**config.mk**
```make
export PLATFORM = sky130hd
export DESIGN_NAME = cordic_controller
export DESIGN_NICKNAME = d
export VERILOG_FILES = /design/src/rtl/cordic_controller.sv
export SDC_FILE = /design/constraint.sdc
export NUM_CORES = 1
export LEC_CHECK = 0
export CAP_MARGIN = 0
export CORE_AREA = 2 2 160 162
export DETAILED_ROUTE_END_ITERATION = 8
export DIE_AREA = 0 0 162 164
export PLACE_DENSITY_LB_ADDON = 0.08
export SKIP_LAST_GASP = 1
export SLEW_MARGIN = 20
export SYNTH_ARGS = -nofsm -noshare
export SYNTH_HDL_FRONTEND = slang
export SYNTH_SLANG_ARGS = --single-unit
```
**constraint.sdc**
```tcl
create_clock -name clk -period 2.15 [get_ports clk]
set_input_delay 0.43 -clock clk [delete_from_list [all_inputs] [get_ports clk]]
set_output_delay 0.43 -clock clk [all_outputs]
set_load 0.02 [all_outputs]
```
**src/rtl/cordic_controller.sv**
```systemverilog
// Purpose : Iteration controller for the combinational single-step cordic core.
//           Accepts a job, steps the core once per cycle, then returns x/y/z and overflow info.
// Latency : Job accept to o_res_valid is count+1 cycles. count=0 gives 1 cycle.
// Backpressure: The result is held stable until i_res_ready. o_job_ready stays low from accept
//           until the cycle after the result handshake, so only one job is in flight.
// Ports   : clk/rst_n (async active-low); i_job_* / o_job_ready carry the job in;
//           o_core_* drive the core, i_core_* return its next state and overflow flags;
//           o_res_* / o_res_valid / i_res_ready carry the result out.
// Option  : CORDIC_CTRL_OV_STOP_EN - stop at the first overflowing step and keep the pre-step state.
module cordic_controller #(
   parameter int p_WIDTH      = 32,
   parameter int p_ITER_WIDTH = 5,
   parameter int p_MAX_ITER   = 30
) (
   input  logic                    clk,
   input  logic                    rst_n,
   input  logic                    i_job_valid,
   output logic                    o_job_ready,
   input  logic [p_WIDTH-1:0]      i_job_x,
   input  logic [p_WIDTH-1:0]      i_job_y,
   input  logic [p_WIDTH-1:0]      i_job_z,
   input  logic                    i_job_system,
   input  logic                    i_job_mode,
   input  logic [p_ITER_WIDTH-1:0] i_job_num_iter,
   output logic [p_WIDTH-1:0]      o_core_x,
   output logic [p_WIDTH-1:0]      o_core_y,
   output logic [p_WIDTH-1:0]      o_core_z,
   output logic [p_ITER_WIDTH-1:0] o_core_iter,
   output logic                    o_core_system,
   output logic                    o_core_mode,
   input  logic [p_WIDTH-1:0]      i_core_x,
   input  logic [p_WIDTH-1:0]      i_core_y,
   input  logic [p_WIDTH-1:0]      i_core_z,
   input  logic                    i_core_x_ov,
   input  logic                    i_core_y_ov,
   input  logic                    i_core_z_ov,
   output logic                    o_res_valid,
   input  logic                    i_res_ready,
   output logic [p_WIDTH-1:0]      o_res_x,
   output logic [p_WIDTH-1:0]      o_res_y,
   output logic [p_WIDTH-1:0]      o_res_z,
   output logic [2:0]              o_res_ov,
   output logic [p_ITER_WIDTH:0]   o_res_ov_iter
);

   // The iteration counter must never wrap.
   if (p_MAX_ITER >= (2 ** p_ITER_WIDTH) || p_MAX_ITER < 1) begin : g_bad_max_iter
      $error("cordic_controller: p_MAX_ITER must be in 1 .. 2**p_ITER_WIDTH-1");
   end

   localparam logic [p_ITER_WIDTH-1:0] c_MAX_ITER = p_ITER_WIDTH'(p_MAX_ITER);
   localparam logic [p_ITER_WIDTH-1:0] c_ITER_ONE = p_ITER_WIDTH'(1);
   localparam logic [p_ITER_WIDTH:0]   c_NO_OV    = '1;

   typedef enum logic [1:0] {
      S_IDLE = 2'd0,
      S_RUN  = 2'd1,
      S_DONE = 2'd2
   } state_t;

   state_t                  state_q;
   logic [p_WIDTH-1:0]      x_q, y_q, z_q;
   logic                    system_q, mode_q;
   logic [p_ITER_WIDTH-1:0] iter_q, cnt_q;
   logic [2:0]              ov_q;
   logic [p_ITER_WIDTH:0]   ov_iter_q;
   logic                    job_ready_q, res_valid_q;

   logic [p_ITER_WIDTH-1:0] job_cnt;
   logic [p_ITER_WIDTH-1:0] iter_nxt;
   logic                    last_step;
   logic [2:0]              core_ov;
   logic                    any_ov;

   assign job_cnt   = (i_job_num_iter > c_MAX_ITER) ? c_MAX_ITER : i_job_num_iter;
   // iter < count <= p_MAX_ITER, so iter+1 cannot wrap.
   assign iter_nxt  = iter_q + c_ITER_ONE;
   assign last_step = (iter_nxt == cnt_q);
   assign core_ov   = {i_core_x_ov, i_core_y_ov, i_core_z_ov};
   assign any_ov    = |core_ov;

   always_ff @(posedge clk or negedge rst_n) begin
      if (!rst_n) begin
         state_q     <= S_IDLE;
         x_q         <= '0;
         y_q         <= '0;
         z_q         <= '0;
         system_q    <= 1'b0;
         mode_q      <= 1'b0;
         iter_q      <= '0;
         cnt_q       <= '0;
         ov_q        <= '0;
         ov_iter_q   <= c_NO_OV;
         job_ready_q <= 1'b1;
         res_valid_q <= 1'b0;
      end else begin
         case (state_q)
            S_IDLE: begin
               if (i_job_valid) begin
                  x_q         <= i_job_x;
                  y_q         <= i_job_y;
                  z_q         <= i_job_z;
                  system_q    <= i_job_system;
                  mode_q      <= i_job_mode;
                  cnt_q       <= job_cnt;
                  iter_q      <= '0;
                  ov_q        <= '0;
                  ov_iter_q   <= c_NO_OV;
                  job_ready_q <= 1'b0;
                  if (job_cnt != '0) begin
                     state_q <= S_RUN;
                  end else begin
                     state_q     <= S_DONE;
                     res_valid_q <= 1'b1;
                  end
               end
            end
            S_RUN: begin
`ifdef CORDIC_CTRL_OV_STOP_EN
               if (any_ov) begin
                  // The overflowing step is dropped: state keeps its pre-step value.
                  ov_q        <= core_ov;
                  ov_iter_q   <= {1'b0, iter_q};
                  state_q     <= S_DONE;
                  res_valid_q <= 1'b1;
               end else begin
                  x_q <= i_core_x;
                  y_q <= i_core_y;
                  z_q <= i_core_z;
                  if (last_step) begin
                     state_q     <= S_DONE;
                     res_valid_q <= 1'b1;
                  end else begin
                     iter_q <= iter_nxt;
                  end
               end
`else
               x_q  <= i_core_x;
               y_q  <= i_core_y;
               z_q  <= i_core_z;
               ov_q <= ov_q | core_ov;
               // Sticky flags still clear means this is the first overflowing step.
               if (any_ov && (ov_q == 3'b000)) begin
                  ov_iter_q <= {1'b0, iter_q};
               end
               if (last_step) begin
                  state_q     <= S_DONE;
                  res_valid_q <= 1'b1;
               end else begin
                  iter_q <= iter_nxt;
               end
`endif
            end
            S_DONE: begin
               // A job offered in this cycle is not taken; ready rises only after the handshake.
               if (i_res_ready) begin
                  state_q     <= S_IDLE;
                  res_valid_q <= 1'b0;
                  job_ready_q <= 1'b1;
               end
            end
            default: begin
               state_q     <= S_IDLE;
               res_valid_q <= 1'b0;
               job_ready_q <= 1'b1;
            end
         endcase
      end
   end

   assign o_job_ready   = job_ready_q;
   assign o_core_x      = x_q;
   assign o_core_y      = y_q;
   assign o_core_z      = z_q;
   assign o_core_iter   = iter_q;
   assign o_core_system = system_q;
   assign o_core_mode   = mode_q;
   assign o_res_valid   = res_valid_q;
   assign o_res_x       = x_q;
   assign o_res_y       = y_q;
   assign o_res_z       = z_q;
   assign o_res_ov      = ov_q;
   assign o_res_ov_iter = ov_iter_q;

endmodule

```
==> flow_summary.yaml, run 1 <==
route:
  drtIter0Drc: 538
  wl_per_cell_um: 17.3
  drt-pass1-iter-count: 6
  detail-route-antenna-nets: 0
  wl_um: 24300
  via_per_inst: 4.39
  drc_errors: 0
  vias: 6173
cts:
  clock-root-buffer: "clkbuf_16"
  clock_latency_ps: 420
  clk_transition_reported_paths_ps: 60
  cts_buffer_depth: 2
  ctsHtreeMaxLevel: 4
  cts_made_buffers: 17
  cts.sinks: 121
  cts_setup_buffers: 0
  cts_tree: "yes"
  post_cts_resized: 0
  hold_buffers: 1
sta:
  fin_skew_ps: 8.54
  max_slew_margin_pct: 66.5
  setup-tns-final_ps: 0
  min_period_over_period_pct: 94.2
  rsz0062_at_grt: "no"
  hold_slack_ps: 382
  fin_crit_ps: 2030
  setup_viol: 0
  drv_slew: 0
  tightest_slew_ps: 494
  hold_viol_final: 0
  timing.fmax_mhz: 494
setup_path:
  arrival_ps: 1600
  worstPathRequired_ps: 1720
  cp_slowest_cell: "clkdlybuf4s50_1"
  r2r_slack_ps: 270
  critical_path_depth: 1
  crit_path_max_fanout: 3
  crit_path_start_kind: "register"
  cp_cell_sequence: "clkdlybuf4s50_1"
  crit_buf_inv: 1
  critPathKind: "register to output pin"
  worstRegToRegCells: 6
  regToRegStartpoint: "o_core_iter[0]"
  regToRegEndpoint: "o_core_iter[4]"
  crit_path_end_kind: "output pin"
  critPathMaxStageDelay_ps: 640
  cp_top_family: "buffers and inverters"
synth:
  async_reset_ff_share_pct: 100
  synth_cell_types: 36
  synth_seq_cells: 121
  ys_seq_area_share_pct: 49.0
  synth_nets: 955
  netlist_instances: 748
  yosysWarningCount: 0
  syn_area_um2: 6200
  synthFlopType: "dfrtp_1"
  avgSynthCellArea_um2: 8.29
  synth_edf_count: 0
floorplan:
  die_area_um2: 26600
  io-pin-count: 416
  rows: 58
  die_x_um: 162
  die_h_um: 164
  initial_utilization_pct: 25.0
  core_um2: 24800
place:
  hpwlAfterDp_um: 18200
  place_congestion: 0.749
  io_buffers: 415
global_route:
  track_usage_pct: 17.9
  antenna_found_initial: 1
  grt_max_degree: 93
  overflow: 0
  grt_pass1_wl_um: 36100
  grt_pass1_vias: 5988
final_layout:
  final_core_util_pct: 43.3
  final_common_cell: "clkdlybuf4s50_1"
  nets: 1270
  fillers: 2454
  final_cell_mix: "clkdlybuf4s50_1 (414), nand2_1 (216), dfrtp_1 (114)"
  synthToLayoutAreaGrowth_pct: 73.3
  layout-drive-gt1-share_pct: 6.32
job:
  maxCapViolations: 0
pwr:
  peakVddDrop_mv: 0.783
  leakage_nw: 4.46
  p_per_area_nw_per_um2: 1740
worst_hold_path:
  hold_class: "primary input to asynchronous set/reset pin"
run_status:
  status: "completed"
cells in the mapped netlist, types with 5 or more instances:
cell	count	area share [%]
clkbuf_1	25	1.5
dfstp_2	7	3.0
dfrtp_1	114	46
nand3_1	5	0.40
buf_4	100	12
nand2_1	216	13
buf_2	14	1.1
a31oi_1	97	9.8
nor2b_1	6	0.61
nor2_1	113	6.8
a21oi_1	11	0.89
sequential cells by signal (all words and copies together) (netlist names):
name,flops
o_core_x,32
o_core_y,32
o_core_z,32
o_res_ov_iter,6
cnt_q,5
o_core_iter,5
o_res_ov,3
state_q,2
o_core_mode,1
o_core_system,1
o_job_ready,1
o_res_valid,1
metal layers:
layer	global-route usage [%]	wire, µm	vias to the layer above
met5	0	0	-
met4	5.79	425	0
met3	4.22	1350	23
met2	30.8	12500	209
met1	22.2	9980	2928
li1	-	-	3013
worst max-delay path by stage:
stage | endpoint | slack [ps] | startpoint
5_1_grt | o_core_iter[3] | 60 | o_core_iter[3]
3_5_place_dp | o_res_ov_iter[2] | 110 | i_core_y_ov
2_1_floorplan | o_core_iter[3] | 250 | o_core_iter[0]
3_3_place_gp | o_res_ov_iter[2] | 100 | i_core_y_ov
6_report | o_job_ready | 120 | o_job_ready
4_1_cts | o_job_ready | 80 | o_job_ready
metrics by stage:
| stage | power [mW] | std cells | setup slack, ps | cell area, µm² |
|---|---|---|---|---|
| 3_5_place_dp | 16.1 | 1373 | 107 | 10200 |
| 4_1_cts | 19.0 | 1406 | 79.2 | 10700 |
| 2_1_floorplan | 11.5 | 748 | 250 | 6200 |
| 3_3_place_gp | 16.1 | 1373 | 104 | 10200 |
| 5_1_grt | 20.0 | 1407 | 55.2 | 10700 |
| 6_report | 18.7 | 1407 | 125 | 10700 |
where the power goes:
part	total, mW	internal, mW	switching [mW]
clock network	2.77	1.63	1.13
logic	11.3	5.25	6.09
registers	4.63	3.51	1.12
total	18.7	10.4	8.35
layout make-up:
cell class                 instances  area (µm²)  area share [%]
timing repair buffer             439        4470            41.6
sequential                       121        3040            28.3
multi-input combinational        482        2250            20.9
clock buffer                      20         447            4.16
tap                              330         413            3.84
clock inverter                    12         119            1.11
inverter                           2        7.51          0.0699
antenna                            1        2.50          0.0233
logic make-up after synthesis:
| family | Yosys count | share of synthesized area (%) |
|---|---|---|
| compound gates | 125 | 13.0 |
| xor+xnor | 4 | 0.565 |
| fa+ha+maj | 1 | 0.202 |
| flops | 121 | 49.0 |
| buf+inv | 145 | 15.1 |
| simple gates | 352 | 22.2 |
Power figures use the tool's default switching activity.
==> run 2: changes to the inputs <==
--- a/config.mk
+++ b/config.mk
@@ -9,6 +9,7 @@
 export CORE_AREA = 2 2 160 162
 export DETAILED_ROUTE_END_ITERATION = 8
 export DIE_AREA = 0 0 162 164
+export HOLD_SLACK_MARGIN = 0.06
 export PLACE_DENSITY_LB_ADDON = 0.08
 export SKIP_LAST_GASP = 1
 export SLEW_MARGIN = 20
==> results of run 2 <==
Same layout as run 1: the final DEF is identical, and so are final timing and power.
==> run 3: changes to the inputs <==
--- a/config.mk
+++ b/config.mk
@@ -12,7 +12,7 @@
 export HOLD_SLACK_MARGIN = 0.06
 export PLACE_DENSITY_LB_ADDON = 0.08
 export SKIP_LAST_GASP = 1
-export SLEW_MARGIN = 20
+export SLEW_MARGIN = 25
 export SYNTH_ARGS = -nofsm -noshare
 export SYNTH_HDL_FRONTEND = slang
 export SYNTH_SLANG_ARGS = --single-unit
==> results of run 3 <==
Same layout as run 1: the final DEF is identical, and so are final timing and power.
